### config.mk
export PLATFORM = sky130hd
export DESIGN_NAME = fin_addr_sched
export DESIGN_NICKNAME = d
export VERILOG_FILES = /design/src/rtl/fin_sched_pkg.sv /design/src/rtl/fin_sel_next.sv /design/src/rtl/fin_addr_sched.sv
export SDC_FILE = /design/constraint.sdc
export NUM_CORES = 1
export LEC_CHECK = 0
export CELL_PAD_IN_SITES_DETAIL_PLACEMENT = 1
export CELL_PAD_IN_SITES_GLOBAL_PLACEMENT = 2
export CORE_MARGIN = 4
export CORE_UTILIZATION = 31
export CTS_BUF_LIST = sky130_fd_sc_hd__clkbuf_8
export CTS_CLUSTER_DIAMETER = 50
export DETAILED_ROUTE_END_ITERATION = 10
export PLACE_DENSITY = 0.79
export SLEW_MARGIN = 10
export SYNTH_ARGS = -nofsm -noshare
export SYNTH_HDL_FRONTEND = slang
export SYNTH_SLANG_ARGS = --single-unit
### constraint.sdc
create_clock -name Clk -period 2.14 [get_ports Clk]
set_input_delay 0.642 -clock Clk [delete_from_list [all_inputs] [get_ports Clk]]
set_output_delay 0.642 -clock Clk [all_outputs]
set_load 0.005 [all_outputs]
### src/rtl/fin_sched_pkg.sv
// -----------------------------------------------------------------------------
// fin_sched_pkg
// Shared definitions for the final-address-mux source scheduler.
//   SEL_W     : width of the 4-bit select driven into the 10-input address mux
//   fin_state_t : scheduler states (IDLE, ISSUE, DONE)
// -----------------------------------------------------------------------------
package fin_sched_pkg;

    localparam int SEL_W = 4;

    typedef enum logic [1:0] {
        IDLE  = 2'd0,
        ISSUE = 2'd1,
        DONE  = 2'd2
    } fin_state_t;

endpackage

### src/rtl/fin_sel_next.sv
// -----------------------------------------------------------------------------
// fin_sel_next
// Combinational finder for the next enabled mux source. Only present when
// FIN_SCHED_SRC_MASK_EN is defined; without the mask the scheduler simply
// increments the select.
// Ports:
//   mask      in  NUM_SRC  enabled sources (1 = issue a request for it)
//   sel       in  SEL_W    current select
//   sel_next  out SEL_W    next enabled index above sel, else first enabled
//   sel_first out SEL_W    lowest enabled index
//   wrap      out 1        no enabled index above sel (node must advance)
//   any       out 1        at least one source enabled
// -----------------------------------------------------------------------------
`ifdef FIN_SCHED_SRC_MASK_EN
module fin_sel_next
    import fin_sched_pkg::*;
#(
    parameter int NUM_SRC = 10
) (
    input  logic [NUM_SRC-1:0] mask,
    input  logic [SEL_W-1:0]   sel,
    output logic [SEL_W-1:0]   sel_next,
    output logic [SEL_W-1:0]   sel_first,
    output logic               wrap,
    output logic               any
);

    logic [SEL_W-1:0] hit_idx;
    logic             hit;

    // Descending scan so the last assignment is the lowest qualifying index.
    always_comb begin
        hit_idx   = '0;
        hit       = 1'b0;
        sel_first = '0;
        for (int i = NUM_SRC - 1; i >= 0; i--) begin
            if (mask[i]) begin
                sel_first = SEL_W'(i);
                if (i > int'(sel)) begin
                    hit_idx = SEL_W'(i);
                    hit     = 1'b1;
                end
            end
        end
        any      = |mask;
        wrap     = ~hit;
        sel_next = hit ? hit_idx : sel_first;
    end

endmodule
`endif

### src/rtl/fin_addr_sched.sv
// -----------------------------------------------------------------------------
// fin_addr_sched
// Per-node address-source scheduler for the LBM streaming/collision memory
// path. Sweeps the final address mux select over NUM_SRC sources for each of
// NUM_NODES lattice nodes, issuing one req/gnt beat per source.
//
// Optional build macro: FIN_SCHED_SRC_MASK_EN adds src_mask, captured at start,
// so that disabled sources are skipped without idle cycles.
//
// Ports:
//   Clk       in   system clock, rising edge
//   Reset_n   in   synchronous active-low reset
//   start     in   one-cycle pulse, begins a sweep when idle
//   abort     in   level; ends the sweep next cycle (wins over mem_gnt)
//   mem_gnt   in   memory accepts the current request
//   src_mask  in   [NUM_SRC] enabled sources (FIN_SCHED_SRC_MASK_EN only)
//   select    out  mux select, valid while mem_req=1
//   node_idx  out  current lattice node
//   mem_req   out  request valid, held until granted
//   busy      out  high from the cycle after start until back in IDLE
//   done      out  one-cycle pulse after the last beat is accepted
// -----------------------------------------------------------------------------
module fin_addr_sched
    import fin_sched_pkg::*;
#(
    parameter int NUM_SRC   = 10,
    parameter int NUM_NODES = 64,
    parameter int NODE_W    = 6
) (
    input  logic               Clk,
    input  logic               Reset_n,
    input  logic               start,
    input  logic               abort,
    input  logic               mem_gnt,
`ifdef FIN_SCHED_SRC_MASK_EN
    input  logic [NUM_SRC-1:0] src_mask,
`endif
    output logic [SEL_W-1:0]   select,
    output logic [NODE_W-1:0]  node_idx,
    output logic               mem_req,
    output logic               busy,
    output logic               done
);

    localparam logic [SEL_W-1:0]  LAST_SEL  = SEL_W'(NUM_SRC - 1);
    localparam logic [NODE_W-1:0] LAST_NODE = NODE_W'(NUM_NODES - 1);

    fin_state_t        state, state_n;
    logic [SEL_W-1:0]  sel_n;
    logic [NODE_W-1:0] node_n;
    logic              req_n, busy_n, done_n;

    logic [SEL_W-1:0]  sel_adv;    // select for the next beat within this node
    logic [SEL_W-1:0]  sel_first;  // select for the first beat of a node
    logic              sel_wrap;   // current beat is the last of this node
    logic              src_any;    // sweep has at least one beat

`ifdef FIN_SCHED_SRC_MASK_EN
    logic [NUM_SRC-1:0] mask_q;
    logic [NUM_SRC-1:0] mask_use;

    // In IDLE the finder looks at the live mask so the first select is
    // already correct on the cycle after start.
    assign mask_use = (state == IDLE) ? src_mask : mask_q;

    fin_sel_next #(
        .NUM_SRC (NUM_SRC)
    ) u_sel_next (
        .mask      (mask_use),
        .sel       (select),
        .sel_next  (sel_adv),
        .sel_first (sel_first),
        .wrap      (sel_wrap),
        .any       (src_any)
    );

    always_ff @(posedge Clk) begin
        if (!Reset_n) begin
            mask_q <= '0;
        end else if (state == IDLE && start && !abort) begin
            mask_q <= src_mask;
        end
    end
`else
    assign sel_adv   = select + SEL_W'(1);
    assign sel_first = '0;
    assign sel_wrap  = (select == LAST_SEL);
    assign src_any   = 1'b1;
`endif

    always_ff @(posedge Clk) begin
        if (!Reset_n) begin
            state    <= IDLE;
            select   <= '0;
            node_idx <= '0;
            mem_req  <= 1'b0;
            busy     <= 1'b0;
            done     <= 1'b0;
        end else begin
            state    <= state_n;
            select   <= sel_n;
            node_idx <= node_n;
            mem_req  <= req_n;
            busy     <= busy_n;
            done     <= done_n;
        end
    end

    always_comb begin
        state_n = state;
        sel_n   = select;
        node_n  = node_idx;
        req_n   = mem_req;
        busy_n  = busy;
        done_n  = 1'b0;

        unique case (state)
            IDLE: begin
                sel_n  = '0;
                node_n = '0;
                req_n  = 1'b0;
                busy_n = 1'b0;
                if (start && !abort) begin
                    busy_n = 1'b1;
                    if (src_any) begin
                        state_n = ISSUE;
                        sel_n   = sel_first;
                        req_n   = 1'b1;
                    end else begin
                        // Empty sweep: DONE is entered with done low so the
                        // pulse lands one cycle later.
                        state_n = DONE;
                    end
                end
            end

            ISSUE: begin
                if (abort) begin
                    state_n = IDLE;
                    sel_n   = '0;
                    node_n  = '0;
                    req_n   = 1'b0;
                    busy_n  = 1'b0;
                end else if (mem_req && mem_gnt) begin
                    if (!sel_wrap) begin
                        sel_n = sel_adv;
                    end else if (node_idx != LAST_NODE) begin
                        sel_n  = sel_first;
                        node_n = node_idx + NODE_W'(1);
                    end else begin
                        state_n = DONE;
                        req_n   = 1'b0;
                        done_n  = 1'b1;
                    end
                end
            end

            DONE: begin
                if (abort || done) begin
                    state_n = IDLE;
                    sel_n   = '0;
                    node_n  = '0;
                    req_n   = 1'b0;
                    busy_n  = 1'b0;
                end else begin
                    done_n = 1'b1;
                end
            end

            default: begin
                state_n = IDLE;
                sel_n   = '0;
                node_n  = '0;
                req_n   = 1'b0;
                busy_n  = 1'b0;
            end
        endcase
    end

endmodule

==> results of run 1 <==
## worst max-delay path: cells and delay by family
kind,cells,cell delay [ns]
and+or+nand+nor,3,0.73
AOI/OAI and AO/OA,1,0.32
buffers and inverters,1,0.44
## synth_stat cells, types with 2 or more instances
library cell	number	area (um2)
sky130_fd_sc_hd__o211ai_1	3	22.5
sky130_fd_sc_hd__o31ai_1	3	22.5
sky130_fd_sc_hd__o311ai_0	2	17.5
sky130_fd_sc_hd__and3_1	2	12.5
sky130_fd_sc_hd__nand4_1	4	25.0
sky130_fd_sc_hd__nor2b_1	2	12.5
sky130_fd_sc_hd__or4_1	2	15.0
sky130_fd_sc_hd__a21oi_1	6	30.0
sky130_fd_sc_hd__nand2b_1	2	12.5
sky130_fd_sc_hd__inv_1	7	26.3
sky130_fd_sc_hd__o21ai_0	2	10.0
sky130_fd_sc_hd__clkbuf_1	2	7.51
sky130_fd_sc_hd__dfxtp_1	15	300
sky130_fd_sc_hd__o21a_1	3	22.5
sky130_fd_sc_hd__o41ai_1	4	35.0
sky130_fd_sc_hd__nand3_1	9	45.0
sky130_fd_sc_hd__ha_1	6	75.1
sky130_fd_sc_hd__nand2_1	9	33.8
sky130_fd_sc_hd__o2111ai_1	3	26.3
sky130_fd_sc_hd__nor3_1	2	10.0
## layer usage
layer / global-route usage (%) / routed length [um]
met5: 0 / 0
met4: 4.41 / 17
met2: 26.0 / 1340
met1: 17.3 / 1220
met3: 3.42 / 76
## cells by family (layout without fill, tap and decap cells)
group	Yosys count	count (layout)	synth area share [%]
and+or+nand+nor	40	40	24.6
DFF	15	15	32.2
adders and majority gates	6	6	8.05
buffers and inverters	12	45	6.18
AOI/OAI and AO/OA	34	34	29.0
## where the power goes
part	switching, W	internal [W]	total, W
Combinational	0.0000307	0.0000316	0.0000623
Clock	0.000105	0.000127	0.000232
Sequential	0.00000294	0.000283	0.000286
## worst min-delay path by stage
stage / slack [ns] / cells after the start / to / from
5_1_grt: 0.49 / 2 / busy / busy
3_5_place_dp: 0.45 / 2 / busy / busy
3_3_place_gp: 0.44 / 2 / busy / busy
6_report: 0.46 / 2 / busy / busy
4_1_cts: 0.47 / 2 / busy / busy
2_1_floorplan: 0.45 / 2 / busy / busy
## cell type report
| type | count | area [um2] | area share, % |
|---|---|---|---|
| multi-input combinational | 80 | 574 | 44.8 |
| tap | 31 | 38.8 | 3.02 |
| clock buffer | 3 | 41.3 | 3.22 |
| inverter | 7 | 26.3 | 2.05 |
| sequential | 15 | 300 | 23.4 |
| timing repair buffer | 34 | 298 | 23.2 |
| clock inverter | 1 | 3.75 | 0.293 |
## registers in the layout, indices dropped and copies added, names as in the netlist
register,count
node_idx,6
mem_req,1
state,2
select,4
done,1
busy,1
## stage by stage
| step | hold WS, ns | utilization [%] | area, um2 | cells |
|---|---|---|---|---|
| 6_report | 0.461 | 45.7 | 1280 | 171 |
| 5_1_grt | 0.492 | 45.7 | 1280 | 171 |
| 4_1_cts | 0.468 | 45.7 | 1280 | 171 |
| 3_5_place_dp | 0.455 | 44.1 | 1240 | 167 |
| 3_3_place_gp | 0.443 | 44.1 | 1240 | 167 |
| 2_1_floorplan | 0.448 | - | 932 | 107 |
==> run metrics, run 1 <==
run status complete, no violations; total power 0.000580 W; remaining design rule violation count 0; Pwr Density between 400 and 500 nW/um2; final layout net count approximately 150; wire length per cell around 16 um; static power due to leakage 0.469 nW; sequential area share after synthesis roughly 32%; Async SR Flop Fraction 0%; total congestion overflow after global routing 0; smallest setup slack after layout ~0.16 ns; terminus of the critical flop-to-flop path node_idx[5]; number of post-CTS setup repair buffers 0; share of post-route cells with drive strength above 1 about 18%; maximum count of clock buffers along a single path 2; Layout Skew 0.00316 ns; final slew viol count 0; commonest cells after routing, fill and taps aside sky130_fd_sc_hd__clkdlybuf4s50_1, sky130_fd_sc_hd__buf_4, sky130_fd_sc_hd__dfxtp_1; sum of negative setup slack 0 ns; CTS Sinks 15; setup slack of the most critical reg-to-reg path 0.27 ns; post-synth cell types 39; overall routed net length about 2700 um; initial antenna violation count 0; global placement routability congestion 0.859; Critical Path Max Stage Delay approximately 0.44 ns; count of cells along the worst register-to-register path 5; Worst-path clk slew approximately 0.06 ns; type of element capturing the critical path register; num rows 19; starting density of the core between 30% and 40%; slew at the pin with the worst max-slew slack 0.499 ns; EDFF count, synth 0; router iterations before antenna repair 4; number of synthesized register bits 15; Layout Area Growth over Synthesis 37.6%; critical path required time 2.29 ns; global-route wire length before repair about 4700 um; instance count of the mapped netlist roughly 110; number of buffers created by CTS 3; crit share post-route between 90% and 100%; end of the critical path node_idx[2]; Synth Net Count ~120; chip width between 60 and 70 um; Highest Clock Rate about 500 MHz; placeable core area around 2800 um2; crit path cell chain clkdlybuf4s50_1 -> or3b_1 -> nand2_2 -> nand2_1 -> o41ai_1; detailed placer's ending HPWL roughly 2100 um; Worst setup SP type input pin; launching point of the worst reg2reg path select[0]; Post-CTS Resized 0; Clock Tree Root sky130_fd_sc_hd__clkbuf_8; arrival time of the worst setup path ~2.1 ns; routed via count divided by cell count approximately 5.7; die extent in y 62.8 um; Crit Path Class input pin to register; unrepaired setup endpoints after global routing no; highest fanout seen on the critical path 5; count of hold-fix buffers inserted at cts 0; Ant. Diodes 0; number of top-level design ports 18; Setup violations, final 0; Yosys warnings 0; Mapped Avg Cell Area 8.71 um2; antenna-violating nets left 0; vias in the first global route 1030; latest clock arrival within the worst-skew pair 0.25 ns; overall via count from detail_route 975; pre-CTS setup slack -0.104 ns; CP max stage cell sky130_fd_sc_hd__clkdlybuf4s50_1; class of the most critical hold timing path register to register; leading register cell type out of synthesis sky130_fd_sc_hd__dfxtp_1; Hold Violations, Final 0; I/O Buffers 17; H-tree levels 1; Die Outline Area 3950 um2; summed instance area of the synthesized netlist 932 um2; number of design-rule violations left by the first detailed-router iteration 26; max-cap violation count 0; clock tree from TritonCTS built; Worst IR Drop VDD between 0.4 and 0.5 mV; overall global routing resource usage 14.6%; headroom to the max-slew limit 66.3%; worst setup path startpoint abort; post-route minimum period ~2 ns; pin count of the biggest net entering global routing 9; final-layout fill cell count between 300 and 400
Note: power is estimated with default switching activity, not from simulation.
==> run 2: changes to the inputs <==
--- a/config.mk
+++ b/config.mk
@@ -8,11 +8,10 @@
 export CELL_PAD_IN_SITES_DETAIL_PLACEMENT = 1
 export CELL_PAD_IN_SITES_GLOBAL_PLACEMENT = 2
 export CORE_MARGIN = 4
-export CORE_UTILIZATION = 31
-export CTS_BUF_LIST = sky130_fd_sc_hd__clkbuf_8
+export CORE_UTILIZATION = 30
 export CTS_CLUSTER_DIAMETER = 50
 export DETAILED_ROUTE_END_ITERATION = 10
-export PLACE_DENSITY = 0.79
+export PLACE_DENSITY = 0.77
 export SLEW_MARGIN = 10
 export SYNTH_ARGS = -nofsm -noshare
 export SYNTH_HDL_FRONTEND = slang
==> run metrics, run 2 (synthesized netlist as in run 1, its figures left out) <==
run status complete, no violations; headroom to the max-slew limit 71.5% (+5.2 points); vias in the first global route 1008 (-2.1%); global placement routability congestion 0.864 (+0.55%); slew at the pin with the worst max-slew slack 0.423 ns (-0.0766 ns); final layout net count 152 (unchanged); Net Sw Frac 25.6% (+1.8 points); worst setup path startpoint select[0]; antenna-violating nets left 0 (unchanged); portion of total power attributed to the clock network 33.3% (-6.7 points); Die Outline Area 4060 um2 (+2.9%); critical path required time 1.50 ns (-0.79 ns); Largest regs node_idx x6, select x4, state x2; pre-CTS setup slack -0.0916 ns (+0.0122 ns); latest clock arrival within the worst-skew pair 0.29 ns (+0.04 ns); Critical Path Max Stage Delay 0.49 ns (+0.05 ns); cell area after layout 1260 um2 (-1.5%); unrepaired setup endpoints after global routing no; type of element capturing the critical path primary output; Crit Path Class register to primary output; CP max stage cell sky130_fd_sc_hd__clkdlybuf4s50_1; Switching Power 0.000133 W (-3.8%); logic depth of the worst path, buffers included 2 (-3); pin count of the biggest net entering global routing 9 (unchanged); router iterations before antenna repair 4 (unchanged); Post-CTS Resized 0 (unchanged); Worst setup SP type register; setup slack of the most critical reg-to-reg path 0.27 ns (about the same); crit path cell chain buf_4 -> clkdlybuf4s50_1; count of cells along the worst register-to-register path 6 (+1); smallest setup slack after layout 0.198 ns (+0.0419 ns); initial antenna violation count 0 (unchanged); static power due to leakage 0.457 nW (-2.5%); number of design-rule violations left by the first detailed-router iteration 12 (-54%); internal power 0.000386 W (-13%); global-route wire length before repair 4750 um (+1.5%); final-layout fill cell count 350 (+4.5%); crit share post-route 90.8% (-2.0 points); clock tree from TritonCTS built; post-route minimum period 1.94 ns (-0.0419 ns); final slew viol count 0 (unchanged); launching point of the worst reg2reg path select[1]; arrival time of the worst setup path 1.30 ns (-0.83 ns); commonest cells after routing, fill and taps aside sky130_fd_sc_hd__clkdlybuf4s50_1, sky130_fd_sc_hd__buf_4, sky130_fd_sc_hd__dfxtp_1; Reg with most FFs node_idx; class of the most critical hold timing path register to register; placeable core area 2850 um2 (+1.7%); Highest Clock Rate 515 MHz (+2.2%); terminus of the critical flop-to-flop path node_idx[5]; Setup violations, final 0 (unchanged); number of top-level design ports 18 (unchanged); routed via count divided by cell count 5.77 (+1.1%); Clock Tree Root sky130_fd_sc_hd__clkbuf_4; register cell area after layout 300 um2 (unchanged); starting density of the core 32.7% (-0.55 points); total area of multi-input combinational cells 574 um2 (unchanged); Layout Area Growth over Synthesis 35.6%; Layout Skew 0.00384 ns (+0.000682 ns); max-cap violation count 0 (unchanged); highest fanout seen on the critical path 5 (unchanged); CTS Sinks 15 (unchanged); flip-flop count of the largest register after layout 6 (unchanged); H-tree levels 1 (unchanged); share of post-route cells with drive strength above 1 17.9% (unchanged); count of hold-fix buffers inserted at cts 0 (unchanged); Ant. Diodes 0 (unchanged); Worst-path clk slew 0.10 ns (+0.04 ns); I/O Buffers 17 (unchanged); Hold Violations, Final 0 (unchanged); number of post-CTS setup repair buffers 0 (unchanged); overall global routing resource usage 14.4% (-0.19 points); Worst IR Drop VDD 0.339 mV (-19%); chip width 63.7 um (+1.4%); Pwr Density 411 nW/um2 (-9.1%); detailed placer's ending HPWL 2130 um (-0.64%); number of buffers created by CTS 3 (unchanged); Comb pwr share 11.7% (+1.0 points); total congestion overflow after global routing 0 (unchanged); CP delay by family, top buffers and inverters; num rows 19 (unchanged); die extent in y 63.7 um (+1.4%); end of the critical path select[0]; DP Area 1240 um2 (unchanged); maximum count of clock buffers along a single path 2 (unchanged); wire length per cell 15.7 um (+1.4%); WP buf/inv 2 (+1); overall via count from detail_route 986 (+1.1%); remaining design rule violation count 0 (unchanged); end-of-flow core utilization 44.3% (-1.4 points); share of power burned in registers 55.0% (+5.7 points); overall routed net length 2690 um (+1.4%)
run 2: through the flow:
step / hold WS (ns) / setup TNS (ns) / total power (W) / std cells
floorplan: 0.448 / 0 / 0.000319 / 107
global placement: 0.446 / -0.285 / 0.000352 / 167
detailed placement: 0.451 / -0.395 / 0.000352 / 167
CTS: 0.477 / 0 / 0.000527 / 171
global route: 0.493 / 0 / 0.000544 / 171
finish: 0.472 / 0 / 0.000519 / 171
run 2: layout make-up:
cell class	count	area share, %
multi-input combinational	80	45.4
sequential	15	23.8
timing repair buffer	34	23.6
tap	31	3.07
clock buffer	4	2.08
inverter	7	2.08
run 2: worst min-delay path by stage:
| stage | start | endpoint | slack, ns | cells after the start |
|---|---|---|---|---|
| floorplan | busy | busy | 0.45 | 2 |
| global placement | busy | busy | 0.45 | 2 |
| detailed placement | busy | busy | 0.45 | 2 |
| CTS | busy | busy | 0.48 | 2 |
| global route | busy | busy | 0.49 | 2 |
| finish | busy | busy | 0.47 | 2 |
run 2: metal layers:
metal	global-route usage (%)	routed length [um]
met2	24.3	1300
met1	18.6	1310
met3	4.03	73
met5	0	0
met4	2.96	14
run 2: worst register-to-register path, stage by stage (launching register included):
cell	delay (ns)
sky130_fd_sc_hd__dfxtp_1	0.35
sky130_fd_sc_hd__inv_1	0.10
sky130_fd_sc_hd__ha_1	0.17
sky130_fd_sc_hd__and3b_1	0.33
sky130_fd_sc_hd__o2111ai_4	0.19
sky130_fd_sc_hd__or4_1	0.53
sky130_fd_sc_hd__a21oi_1	0.15
run 2: power by group through the flow:
stage	clock (W)	sequential (W)	combinational [W]
global placement	0	0.000292	0.0000606
CTS	0.000180	0.000286	0.0000613
detailed placement	0	0.000292	0.0000605
global route	0.000190	0.000286	0.0000681
finish	0.000173	0.000286	0.0000609
floorplan	0	0.000292	0.0000273
